$ cat src/rtl/eq_pkg.sv
// eq_pkg: shared definitions for the equalizer gain path.
//   NUM_BANDS_DEFAULT / GAIN_W_DEFAULT : default band count and gain width
//   gain_t                             : one gain code, unsigned Q2.6 (64 = unity)
//   sched_state_t                      : gain ramp scheduler states
package eq_pkg;

    localparam int NUM_BANDS_DEFAULT = 3;
    localparam int GAIN_W_DEFAULT    = 8;

    typedef logic [GAIN_W_DEFAULT-1:0] gain_t;

    typedef enum logic {
        IDLE,
        SCAN
    } sched_state_t;

endpackage

$ cat src/rtl/gain_step.sv
// gain_step: combinational one-step ramp function.
// Moves current toward target by at most STEP codes.
// It lands exactly on target when within STEP, so it never overshoots or wraps.
//   current : gain currently applied
//   target  : effective target gain
//   next    : gain after one step
module gain_step #(
    parameter int GAIN_W = 8,
    parameter int STEP   = 1
) (
    input  logic [GAIN_W-1:0] current,
    input  logic [GAIN_W-1:0] target,
    output logic [GAIN_W-1:0] next
);

    localparam int unsigned       STEP_U = STEP;
    localparam logic [GAIN_W-1:0] STEP_G = GAIN_W'(STEP);

    logic signed [GAIN_W:0] diff;
    logic        [GAIN_W:0] mag;

    always_comb begin
        diff = $signed({1'b0, target}) - $signed({1'b0, current});
        mag  = diff[GAIN_W] ? $unsigned(-diff) : $unsigned(diff);
        if ({{(31-GAIN_W){1'b0}}, mag} <= STEP_U) begin
            next = target;
        end else if (!diff[GAIN_W]) begin
            next = current + STEP_G;
        end else begin
            next = current - STEP_G;
        end
    end

endmodule

$ cat src/rtl/gain_ramp_scheduler.sv
// gain_ramp_scheduler: holds per-band target gains.
// After each sample tick it walks the bands one per clock, moving each applied
// gain one bounded step toward its effective target.
// Optional feature macro: EQ_MUTE_EN (adds the mute input; mute ramps all bands to 0).
// Ports:
//   clk, reset    : clock, asynchronous active-high reset
//   sample_tick   : one-cycle pulse per audio sample, starts a scan
//   target_valid  : one-cycle pulse, loads target_gain into the target registers
//   target_gain   : new per-band targets
//   mute          : (EQ_MUTE_EN only) effective targets forced to 0 while high
//   gain_out      : applied per-band gains
//   busy          : scan in progress
//   settled       : every gain_out equals its effective target
//   overrun       : sticky, a sample_tick arrived while busy
module gain_ramp_scheduler
    import eq_pkg::*;
#(
    parameter int NUM_BANDS  = NUM_BANDS_DEFAULT,
    parameter int GAIN_W     = GAIN_W_DEFAULT,
    parameter int STEP       = 1,
    parameter int RESET_GAIN = 64
) (
    input  logic              clk,
    input  logic              reset,
    input  logic              sample_tick,
    input  logic              target_valid,
    input  logic [GAIN_W-1:0] target_gain [0:NUM_BANDS-1],
`ifdef EQ_MUTE_EN
    input  logic              mute,
`endif
    output logic [GAIN_W-1:0] gain_out [0:NUM_BANDS-1],
    output logic              busy,
    output logic              settled,
    output logic              overrun
);

    localparam int                IDX_W  = (NUM_BANDS > 1) ? $clog2(NUM_BANDS) : 1;
    localparam logic [GAIN_W-1:0] RST_G  = GAIN_W'(RESET_GAIN);
    localparam logic [IDX_W-1:0]  LAST_I = IDX_W'(NUM_BANDS - 1);

    sched_state_t      state, state_nxt;
    logic [IDX_W-1:0]  idx, idx_nxt;
    logic [GAIN_W-1:0] tgt [0:NUM_BANDS-1];
    logic [GAIN_W-1:0] eff [0:NUM_BANDS-1];
    logic [GAIN_W-1:0] cur_sel, eff_sel, step_next;
    logic              scan_end;
    logic              all_match;
    logic              mute_changed;

`ifdef EQ_MUTE_EN
    logic mute_q;

    always_ff @(posedge clk or posedge reset) begin
        if (reset) mute_q <= 1'b0;
        else       mute_q <= mute;
    end

    assign mute_changed = mute ^ mute_q;
`else
    assign mute_changed = 1'b0;
`endif

    always_comb begin
        for (int unsigned k = 0; k < NUM_BANDS; k++) begin
            eff[k] = tgt[k];
`ifdef EQ_MUTE_EN
            if (mute) eff[k] = '0;
`endif
        end
    end

    // Single shared step unit, steered to the band under idx.
    assign cur_sel = gain_out[idx];
    assign eff_sel = eff[idx];

    gain_step #(
        .GAIN_W (GAIN_W),
        .STEP   (STEP)
    ) u_step (
        .current (cur_sel),
        .target  (eff_sel),
        .next    (step_next)
    );

    always_comb begin
        state_nxt = state;
        idx_nxt   = idx;
        scan_end  = 1'b0;
        case (state)
            IDLE: begin
                if (sample_tick) begin
                    state_nxt = SCAN;
                    idx_nxt   = '0;
                end
            end
            SCAN: begin
                if (idx == LAST_I) begin
                    state_nxt = IDLE;
                    idx_nxt   = '0;
                    scan_end  = 1'b1;
                end else begin
                    idx_nxt = idx + 1'b1;
                end
            end
            default: begin
                state_nxt = IDLE;
                idx_nxt   = '0;
            end
        endcase
    end

    // Settled is judged on the post-edge gains, so the band being written
    // this cycle is compared using the step unit result.
    always_comb begin
        all_match = 1'b1;
        for (int unsigned k = 0; k < NUM_BANDS; k++) begin
            if (state == SCAN && idx == IDX_W'(k)) begin
                if (step_next != eff[k]) all_match = 1'b0;
            end else begin
                if (gain_out[k] != eff[k]) all_match = 1'b0;
            end
        end
    end

    always_ff @(posedge clk or posedge reset) begin
        if (reset) begin
            state <= IDLE;
            idx   <= '0;
            busy  <= 1'b0;
        end else begin
            state <= state_nxt;
            idx   <= idx_nxt;
            busy  <= (state_nxt == SCAN);
        end
    end

    always_ff @(posedge clk or posedge reset) begin
        if (reset) begin
            for (int unsigned k = 0; k < NUM_BANDS; k++) begin
                tgt[k]      <= RST_G;
                gain_out[k] <= RST_G;
            end
            settled <= 1'b1;
            overrun <= 1'b0;
        end else begin
            if (target_valid) tgt <= target_gain;
            if (state == SCAN) gain_out[idx] <= step_next;
            if (sample_tick && state == SCAN) overrun <= 1'b1;
            // A target or mute change invalidates the scan result on the same edge.
            if (target_valid || mute_changed) settled <= 1'b0;
            else if (scan_end)                settled <= all_match;
        end
    end

endmodule

$ cat config.mk
export PLATFORM = sky130hd
export DESIGN_NAME = gain_ramp_scheduler
export DESIGN_NICKNAME = d
export VERILOG_FILES = /design/src/rtl/eq_pkg.sv /design/src/rtl/gain_step.sv /design/src/rtl/gain_ramp_scheduler.sv
export SDC_FILE = /design/constraint.sdc
export NUM_CORES = 1
export LEC_CHECK = 0
export ABC_AREA = 1
export BUFFER_PORTS_ARGS = -buffer_cell sky130_fd_sc_hd__buf_2
export CAP_MARGIN = 20
export CORE_MARGIN = 8
export CORE_UTILIZATION = 55
export CTS_CLUSTER_SIZE = 20
export DETAILED_ROUTE_END_ITERATION = 7
export PLACE_DENSITY = 0.77
export RECOVER_POWER = 50
export SETUP_SLACK_MARGIN = 0.2
export SYNTH_ARGS = -nofsm -noshare
export SYNTH_HDL_FRONTEND = slang
export SYNTH_SLANG_ARGS = --single-unit
$ cat constraint.sdc
create_clock -name clk -period 6.8 [get_ports clk]
set_input_delay 1.02 -clock clk [delete_from_list [all_inputs] [get_ports clk]]
set_output_delay 1.02 -clock clk [all_outputs]
set_load 0.05 [all_outputs]
Yosys cells after proc, flatten, opt, wreduce, memory -nomap -nowiden
Index checks and enable logic that the tools add are counted.
W data, S select, Z words.
{"block": "totals", "regBits": 53, "inputBits": 28, "output_inout_bits": 27, "elab_cells": 67}
{"block": "op_classes", "n_addsub": 5, "order_cmp": 3, "n_eq_ne": 9, "n_mux": 31, "n_bitwise": 2, "n_reduce_logical": 7}
{"op": "$mux W8", "count": 7}
{"op": "$ne A8 B8 Y1", "count": 6}
{"op": "$bmux W8 S2", "count": 2}
{"op": "$bwmux W24", "count": 1}
{"op": "$demux W8 S2", "count": 1}
{"op": "$mux W1", "count": 15}
{"op": "$le A9 B1 Y1 const B", "count": 1}
{"op": "$mux W9", "count": 1}
{"op": "$neg A9 Y9", "count": 1}
{"op": "$sub A8 B8 Y9", "count": 1}
{"op": "$add A8 B1 Y8 const B", "count": 1}
{"op": "$sub A8 B1 Y8 const B", "count": 1}
{"op": "$logic_and A1 B1 Y1", "count": 5}
{"op": "$mux W2", "count": 2}
{"op": "$pmux W2 S2", "count": 1}
{"op": "$ge A3 B3 Y1 const B", "count": 1}
{"op": "$lt A3 B1 Y1 const B", "count": 1}
{"op": "$not A2 Y3", "count": 1}
{"op": "$add A2 B1 Y2 const B", "count": 1}
{"op": "$eq A2 B1 Y1 const B", "count": 1}
{"op": "$eq A2 B2 Y1 const B", "count": 1}
{"op": "$logic_not A2 Y1", "count": 1}
{"op": "$ne A2 B2 Y1 const B", "count": 1}
{"op": "$pmux W1 S2", "count": 1}
{"op": "other kinds (2)", "count": 2}

Longest topological paths before layout
Gate-level depths: netlist (run 1).
{"block": "logic_depth", "ltp_word": 18, "depth_mapped": 32, "depth_no_buf": 31}

By module
Synthesis (run 1) repeated with hierarchy kept, for this count alone.
{"block": "unflattened", "hier_cells": 588, "area_unflattened_um2": 3975.1}
{"module": "gain_ramp_scheduler", "instances": 1, "cells_per_inst": 389, "area_per_inst_um2": 2882.8, "seq_area_each_um2": 1335.0}
{"module": "gain_step", "instances": 1, "cells_per_inst": 199, "area_per_inst_um2": 1092.3, "seq_area_each_um2": 0.0}

Least setup slack after synthesis (run 1)
Ideal clock, no wire load.
{"block": "synth_path", "path_kind": "register -> register", "startpoint": "register idx[0]", "endpoint": "register settled", "arrival_time_ps": 4049, "path_slack_ps": 2678, "stages_incl_launch_ff": 30, "synth_period_minus_slack_ps": 4122, "path_cell_list": "dfrtp_1 inv_1 nand2_1 inv_1 buf_2 a221oi_1 ha_1 inv_1 fa_1 nand3_1 nand2_1 nand2_1 nand2_2 inv_2 ha_1 a21oi_1 o21bai_1 a21o_1 a21oi_1 xor2_1 nand2_1 nand2_1 nand2_1 nand2_1 nand3_1 nor2_1 nand2_1 nand2_1 nand3_1 a21oi_1"}
{"block": "synth_via", "elab_chain_cells": 18, "elab_cells_between_ends": 37, "cone_classes": "add/sub (4); order compare (1); eq/ne (5); mux (21); bitwise (1); reduce/logical (5)"}
{"element": "start: declaration", "line_no": "gain_ramp_scheduler.sv:42", "source": "logic [IDX_W-1:0] idx, idx_nxt;"}
{"element": "start signal: assignment", "line_no": "gain_ramp_scheduler.sv:132", "source": "idx <= idx_nxt;"}
{"element": "$not A2 Y3 (not written as such)", "line_no": "gain_ramp_scheduler.sv:73, gain_ramp_scheduler.sv:74"}
{"element": "$bmux W8 S2, on equally long branches", "line_no": "gain_ramp_scheduler.sv:74, gain_ramp_scheduler.sv:73"}
{"element": "$mux W8, on equally long branches (2 in a row)", "line_no": "gain_ramp_scheduler.sv:74, gain_ramp_scheduler.sv:73"}
{"element": "$sub A8 B8 Y9", "line_no": "gain_step.sv:23", "source": "diff = $signed({1'b0, target}) - $signed({1'b0, current});"}
{"element": "$neg A9 Y9", "line_no": "gain_step.sv:24", "source": "mag = diff[GAIN_W] ? $unsigned(-diff) : $unsigned(diff);"}
{"element": "$mux W9", "line_no": "gain_step.sv:24"}
{"element": "$le A9 B1 Y1", "line_no": "gain_step.sv:25", "source": "if ({{(31-GAIN_W){1'b0}}, mag} <= STEP_U) begin"}
{"element": "$mux W8", "line_no": "gain_step.sv:25"}
{"element": "$ne A8 B8 Y1", "line_no": "gain_ramp_scheduler.sv:118", "source": "if (step_next != eff[k]) all_match = 1'b0;"}
{"element": "$mux W1", "line_no": "gain_ramp_scheduler.sv:118"}
{"element": "$mux W1", "line_no": "gain_ramp_scheduler.sv:117", "source": "if (state == SCAN && idx == IDX_W'(k)) begin"}
{"element": "$mux W1, on equally long branches", "line_no": "gain_ramp_scheduler.sv:120, gain_ramp_scheduler.sv:118"}
{"element": "$mux W1", "line_no": "gain_ramp_scheduler.sv:117"}
{"element": "$mux W1, on equally long branches", "line_no": "gain_ramp_scheduler.sv:120, gain_ramp_scheduler.sv:118"}
{"element": "$mux W1", "line_no": "gain_ramp_scheduler.sv:117"}
{"element": "$mux W1", "line_no": "gain_ramp_scheduler.sv:151", "source": "else if (scan_end) settled <= all_match;"}
{"element": "$mux W1", "line_no": "gain_ramp_scheduler.sv:150", "source": "if (target_valid || mute_changed) settled <= 1'b0;"}
{"element": "end signal: assignment", "line_no": "gain_ramp_scheduler.sv:151"}
{"element": "end: declaration", "line_no": "gain_ramp_scheduler.sv:33", "source": "output logic settled,"}
Several ways; a longest one is shown, not always the timed one. The select of a mux whose other input is x is not followed.
A chain may end at the register's enable or synchronous reset.

Worst setup path in the final report (run 1)
{"block": "layout_path", "startpoint": "register idx[1]", "endpoint": "register settled"}
Same word-level chain as after synthesis.

==> results of run 1 <==
cells in the final DEF (no fill, tap or decap), types with 3 or more instances in the layout:
master / netlist / layout
nor2_1: 26 / 26
buf_2: 1 / 53
nand2_2: 17 / 17
a21oi_1: 10 / 10
dfrtp_1: 46 / 46
inv_1: 80 / 80
xor2_1: 14 / 14
o21a_1: 5 / 5
nor3_1: 3 / 3
nand3_1: 52 / 52
clkbuf_8: 0 / 5
nand3_2: 7 / 7
o21bai_1: 4 / 4
dfstp_2: 7 / 7
ha_1: 15 / 15
o21ai_0: 50 / 50
a22oi_1: 6 / 6
nand4_1: 5 / 5
nand2_1: 164 / 164
a221oi_1: 10 / 10
inv_2: 3 / 3
cells by family after synthesis:
family | count (synthesis) | share of synthesized area, %
XOR/XNOR | 16 | 3.70
flip-flops | 53 | 33.4
adder cells (fa/ha/maj) | 17 | 5.70
buffers and inverters | 99 | 10.1
AO/OA/AOI/OAI | 97 | 14.8
AND/OR/NAND/NOR | 285 | 32.2
Yosys cell counts, drive strengths merged:
cell type	number
o21ai	51
inv	83
or2	2
clkbuf	8
nor2	30
a31oi	1
a2111oi	1
o22ai	2
nor4	1
a22oi	6
fa	2
a221oi	10
nand4	5
ha	15
buf	6
nand3	59
o21bai	4
dfstp	7
nor3	3
nand2	182
o221ai	1
o2111ai	2
xnor2	2
xor2	14
o21a	5
clkinv	2
nand3b	3
a21o	1
a21oi	12
dfrtp	46
o311ai	1
layer usage:
| layer | wire (um) | vias to the layer above | track usage [%] |
|---|---|---|---|
| met5 | 0 | - | 0 |
| met3 | 951 | 50 | 4.33 |
| li1 | - | 1945 | - |
| met4 | 687 | 0 | 13.7 |
| met1 | 5080 | 1879 | 30.8 |
| met2 | 5720 | 191 | 41.2 |
stage by stage:
stage | hold slack (ns) | setup WS, ns | util [%] | area [sq um]
after global routing | 0.513 | 1.25 | 62.1 | 4430
after detailed placement | 0.462 | 1.80 | 60.4 | 4310
after floorplan | 0.490 | 2.68 | - | 3990
final | 0.483 | 1.73 | 62.1 | 4430
after CTS | 0.487 | 1.80 | 62.0 | 4430
after global placement | 0.457 | 1.97 | 60.4 | 4310
sequential cells by signal (all words and copies together) (netlist names):
register,flops
overrun,1
state,1
eff,24
gain_out,24
settled,1
idx,2
worst max-delay path by stage:
| stage | slack, ns | cells after the start | start | endpoint |
|---|---|---|---|---|
| floorplan | 2.68 | 29 | idx[0] | settled |
| global placement | 1.97 | 28 | idx[0] | settled |
| detailed placement | 1.80 | 28 | idx[1] | settled |
| CTS | 1.80 | 28 | idx[1] | settled |
| global route | 1.25 | 28 | idx[1] | settled |
| finish | 1.73 | 28 | idx[1] | settled |
area by class of cell:
| cell class | instances | area (sq um) | share of cell area, % |
|---|---|---|---|
| Clock buffer | 5 | 68.8 | 1.55 |
| Clock inverter | 3 | 46.3 | 1.05 |
| Inverter | 85 | 319 | 7.20 |
| Multi-Input combinational cell | 415 | 2260 | 50.9 |
| Sequential cell | 53 | 1340 | 30.1 |
| Tap cell | 99 | 124 | 2.80 |
| Timing Repair Buffer | 56 | 280 | 6.33 |
==> flow_summary.yaml, run 1 <==
outcome:
  status: "complete, but fails checks"
  violations: "capacitance limit, slew limit"
place:
  io_buffers: 54
  dpl.hpwl_um: 9810
  place_congestion: 0.973
  place_inst: 707
clock_tree:
  cts_resized: 0
  cts_setup_buffers: 0
  holdBufCountCts: 0
  cts_sinks: 53
  ctsLongestPathBuffers: 2
  cts-root-buf: "clkbuf_8"
  cts-buffers-inserted: 5
  path_clk_slew_ns: 0.11
  clk_latency_ns: 0.31
  cts_tree: "done"
  h-tree-depth: 2
timing:
  period_needed_ns: 5.07
  slew_headroom_pct: -22.6
  worst_slew_pin_slew_ns: 1.84
  fin_crit_sh_pct: 74.5
  grt_setup_unrepaired: "false"
  hold_violations: 0
  tns_ns: 0
  slew_viol_final: 84
  finClkSkew_ns: 0.00972
  setup_viol: 0
  fmax_ghz: 0.197
global_route:
  antenna_found_initial: 0
  track_usage_pct: 25.2
  grt_pass1_vias: 3956
  grt_pass1_wl_um: 20000
  overflow: 0
  grt_max_degree: 54
critical_path:
  crit_type: "reg2reg"
  start_kind: "flip-flop"
  end_kind: "flip-flop"
  reg2reg_depth: 28
  arrival_ns: 5.31
  r2r_setup_slack_ns: 1.73
  required_ns: 7.04
  r2r_end: "settled"
  r2r-start: "idx[1]"
  cp_slowest_cell: "fa_1"
  slowest_delay_ns: 0.47
  crit_buf_inv: 4
  critPathMaxFanout: 11
  cpMostUsedCell: "nand2_1"
  cp_top_family: "simple AND/OR/NAND/NOR gates"
worst_hold_path:
  whs_path_depth: 1
  hold_path_class: "reg2reg"
  hold_start: "overrun"
  worstHoldEndpoint: "overrun"
floorplan:
  rows: 31
  ios: 55
  die_y_um: 101
  core_area_sq_um: 7140
  die_w_um: 101
  die_area_sq_um: 10200
  floorplan.initialDensity_pct: 56.0
logic_synthesis:
  synth_top_cell_by_area: "dfrtp_1"
  synth_cell_types: 43
  ys_warn_count: 0
  synthCells: 567
  ys_ff_latch: 53
  yosysTopAreaCellShare_pct: 28.8
  syn_area_per_cell_sq_um: 7.04
  seq_area_frac_synth_pct: 33.4
  ys_top_cells_by_area: "dfrtp_1 (29%), nand2_1 (15%), inv_1 (7.5%)"
  syn_nets: 612
  synth.cell_area_sq_um: 3990
final_layout:
  syn2layout_area_growth_pct: 10.9
  drive_gt1_share_pct: 17.3
  fin_cells: 716
  antenna_cells: 0
  fill_cells: 720
  final_nets: 661
route:
  routed_via_density: 5.68
  wl_um: 12400
  drtIter0Drc: 265
  vias: 4065
  wl_per_cell_um: 17.4
  ant_nets: 0
  firstDrtPassIters: 5
  drc: 0
flow_run:
  drv_cap: 2
Power of run 1 is not shown: default switching activity piles up to over one toggle a cycle in this logic, so the estimate is an artifact.
==> run 2: changes to the inputs <==
Clock period 6.8 ns to 5.1 ns, I/O delays scaled along.
==> flow_summary.yaml, run 2 (synthesized netlist as in run 1, its figures left out) <==
critical_path:
  reg2reg_depth: 27
  critPathMaxFanout: 11
  r2r_end: "settled"
  start_kind: "flip-flop"
  crit_type: "reg2reg"
  arrival_ns: 4.78
  r2r_setup_slack_ns: 0.58
  r2r-start: "idx[0]"
  required_ns: 5.37
  end_kind: "flip-flop"
floorplan:
  core_area_sq_um: 7140
  die_area_sq_um: 10200
  die_w_um: 101
  die_y_um: 101
  floorplan.initialDensity_pct: 56.0
  rows: 31
  ios: 55
global_route:
  grt_max_degree: 54
  grt_pass1_vias: 3793
  overflow: 0
  grt_pass1_wl_um: 19400
  antenna_found_initial: 0
  track_usage_pct: 24.2
clock_tree:
  path_clk_slew_ns: 0.11
  ctsLongestPathBuffers: 2
  h-tree-depth: 2
  cts-buffers-inserted: 5
  holdBufCountCts: 0
  cts_sinks: 53
  cts-root-buf: "clkbuf_8"
  clk_latency_ns: 0.32
  cts_tree: "done"
timing:
  setup_viol: 0
  slew_headroom_pct: -14.7
  hold_violations: 0
  period_needed_ns: 4.52
  worst_slew_pin_slew_ns: 1.72
  fmax_ghz: 0.221
  tns_ns: 0
  grt_setup_unrepaired: "false"
  finClkSkew_ns: 0.0202
  slew_viol_final: 81
  fin_crit_sh_pct: 88.5
final_layout:
  drive_gt1_share_pct: 20.4
  syn2layout_area_growth_pct: 14.3
  antenna_cells: 0
  mostFrequentLayoutCells: "nand2_1 (162), inv_1 (79), buf_2 (53), nand3_1 (51), o21ai_0 (50)"
  fill_cells: 683
  final_nets: 670
  layout_commonest_cell: "nand2_1"
worst_hold_path:
  hold_path_class: "reg2reg"
  worstHoldEndpoint: "overrun"
  hold_start: "overrun"
  whs_path_depth: 1
flow_run:
  drv_cap: 2
route:
  vias: 4038
  wl_um: 12400
  drtIter0Drc: 388
  wl_per_cell_um: 17.1
  firstDrtPassIters: 5
  drc: 0
  routed_via_density: 5.57
  ant_nets: 0
outcome:
  violations: "capacitance limit, slew limit"
  status: "complete, but fails checks"
place:
  place_congestion: 0.993
  io_buffers: 54
  dpl.hpwl_um: 9620
==> run 2: cell types whose count changed in the layout (fill, tap and decap cells not counted), sizes merged <==
cell	previous run	this run
clkinvlp	1	3
clkinv	3	2
buf	54	62
==> run 2: layout make-up <==
class	instances	area, sq um	area share [%]
clock inverter	3	43.8	0.959
multi-input combinational	415	2320	50.8
timing repair buffer	64	340	7.45
inverter	85	329	7.21
clock buffer	5	68.8	1.51
tap	99	124	2.71
sequential	53	1340	29.2
timing repair inverter	1	5.00	0.110
==> run 2: timing repair <==
action	4_1_cts	5_1_grt
setup endpoints to repair	0	1
setup buffers	0	4
gates resized for setup	0	16
==> run 2: worst max-delay path by stage <==
stage / start / to / slack, ns
after floorplan: idx[0] / settled / 0.98
after global placement: idx[0] / settled / 0.52
after detailed placement: idx[0] / settled / 0.37
after CTS: idx[0] / settled / 0.37
after global routing: idx[1] / settled / 0.20
final: idx[0] / settled / 0.58
==> run 2: metrics by stage <==
stage / util (%) / cell area, sq um / setup WS [ns] / hold WS (ns) / instances
after floorplan: - / 3990 / 0.978 / 0.490 / 567
after global placement: 60.8 / 4340 / 0.523 / 0.455 / 711
after detailed placement: 60.8 / 4340 / 0.369 / 0.462 / 711
after CTS: 62.4 / 4450 / 0.367 / 0.486 / 719
after global routing: 64.0 / 4570 / 0.196 / 0.503 / 725
final: 64.0 / 4570 / 0.584 / 0.478 / 725
==> run 2: layer usage <==
metal	global-route usage (%)	part of all wire [%]	vias up
met1	30.7	42	1880
met3	3.37	7.0	20
met2	40.7	49	173
met4	9.39	2.7	0
li1	-	-	1965
met5	0	0	-
==> run 2: critical path: stages, from the launching register on <==
cell and delay (ns):
dfrtp_1 0.38, inv_1 0.09, nand2_4 0.14, clkinvlp_4 0.23, buf_4 0.21, a221oi_2 0.33, inv_1 0.09, ha_1 0.37
nand2_1 0.11, inv_1 0.05, a21oi_1 0.19, nand2_2 0.15, inv_4 0.14, ha_1 0.28, a21oi_1 0.17, o21bai_1 0.11
a21o_1 0.18, a21oi_1 0.16, xor2_1 0.09, nand2_1 0.14, nand2_2 0.12, nand2_1 0.08, nand2_1 0.07, nor2_1 0.09
nand3_1 0.11, nor3_1 0.16, nand3_1 0.09, a21oi_1 0.13
Power of run 2 is left out for the same reason.
==> run 3: changes to the inputs <==
Settings changed: BUFFER_PORTS_ARGS -buffer_cell sky130_fd_sc_hd__buf_2 to default, DONT_BUFFER_PORTS from default to 1, PLACE_DENSITY 0.77 to 0.7.
==> flow_summary.yaml, run 3 (synthesized netlist as in run 1, its figures left out) <==
floorplan:
  die_w_um: 101
  rows: 31
  ios: 55
  die_y_um: 101
  floorplan.initialDensity_pct: 56.0
  die_area_sq_um: 10200
  core_area_sq_um: 7140
timing:
  setup_viol: 0
  fin_crit_sh_pct: 90.3
  worst_slew_pin_slew_ns: 1.32
  tns_ns: 0
  period_needed_ns: 4.60
  hold_slack_ns: 0.521
  grt_setup_unrepaired: "false"
  fmax_ghz: 0.217
  finClkSkew_ns: 0.00893
  timing.final.ws_setup_ns: 0.496
  slew_headroom_pct: 11.9
  slew_viol_final: 0
  hold_violations: 0
global_route:
  grt_pass1_wl_um: 18800
  track_usage_pct: 23.7
  grt_max_degree: 54
  antenna_found_initial: 0
  overflow: 0
  grt_pass1_vias: 3492
critical_path:
  cpMostUsedCell: "nand2_1"
  slowest_delay_ns: 0.57
  cp-startpoint: "idx[0]"
  r2r-start: "idx[0]"
  crit_buf_inv: 4
  cp_top_family: "simple AND/OR/NAND/NOR gates"
  arrival_ns: 4.86
  crit_type: "reg2reg"
  required_ns: 5.35
  cp_slowest_cell: "a221oi_1"
  end_kind: "flip-flop"
  critPathMaxFanout: 11
  start_kind: "flip-flop"
final_layout:
  layout_commonest_cell: "nand2_1"
  syn2layout_area_growth_pct: 6.74
  final_nets: 615
  drive_gt1_share_pct: 12.1
  mostFrequentLayoutCells: "nand2_1 (162), inv_1 (79), nand3_1 (51), o21ai_0 (50), dfrtp_1 (46)"
  antenna_cells: 0
  final_area_sq_um: 4260
worst_hold_path:
  hold_path_class: "in2reg"
  hold_start: "target_valid"
clock_tree:
  cts_tree: "done"
  h-tree-depth: 2
  holdBufCountCts: 0
  cts-buffers-inserted: 5
  clk_latency_ns: 0.32
  cts-root-buf: "clkbuf_8"
  cts_setup_buffers: 0
  path_clk_slew_ns: 0.10
  cts_resized: 0
  cts_sinks: 53
  ctsLongestPathBuffers: 2
place:
  io_buffers: 0
  place_congestion: 0.922
  dpl.hpwl_um: 9310
  dp_slack_ns: 0.339
  place_area_sq_um: 4090
route:
  wl_um: 11700
  firstDrtPassIters: 5
  wl_per_cell_um: 17.4
  vias: 3713
  drtIter0Drc: 258
  routed_via_density: 5.54
  ant_nets: 0
  drc: 0
outcome:
  status: "finished clean"
flow_run:
  drv_cap: 0
run 3: cell count changes in the layout (fill, tap and decap cells not counted), sizes merged:
cell,previous run,this run
inv,83,84
bufinv,1,0
clkinv,2,1
buf,62,8
run 3: cell type report:
class / count / area, sq um
timing repair buffer: 9 / 63.8
clock buffer: 6 / 82.6
fill: 716 / 2870
tap: 99 / 124
multi-input combinational: 415 / 2310
timing repair inverter: 1 / 5.00
clock inverter: 2 / 16.3
sequential: 53 / 1340
inverter: 85 / 325
run 3: path summary, 6_finish.rpt:
path	to	slack [ns]	depth (start not counted)
setup / recovery	settled	0.50	27
max in group asynchronous	gain_out[23]	2.76	2
setup reg to reg	settled	0.50	27
hold / removal	eff[14]	0.52	1
min in group asynchronous	gain_out[20]	0.59	1
hold reg to reg	eff[0]	0.57	2
run 3: through the flow:
step                utilization [%]  cells
floorplan                         -    567
global placement               57.4    660
detailed placement             57.4    660
CTS                            58.7    668
global route                   59.7    670
finish                         59.7    670
run 3: per-layer routing:
metal | GRT usage, % | part of all wire (%) | wire length (um) | vias to the layer above
met5 | 0 | 0 | 0 | -
met4 | 7.56 | 2.9 | 343 | 0
met3 | 4.40 | 7.4 | 869 | 20
met2 | 37.0 | 44 | 5150 | 156
met1 | 32.3 | 46 | 5320 | 1683
li1 | - | - | - | 1854
Power of run 3 is left out for the same reason.
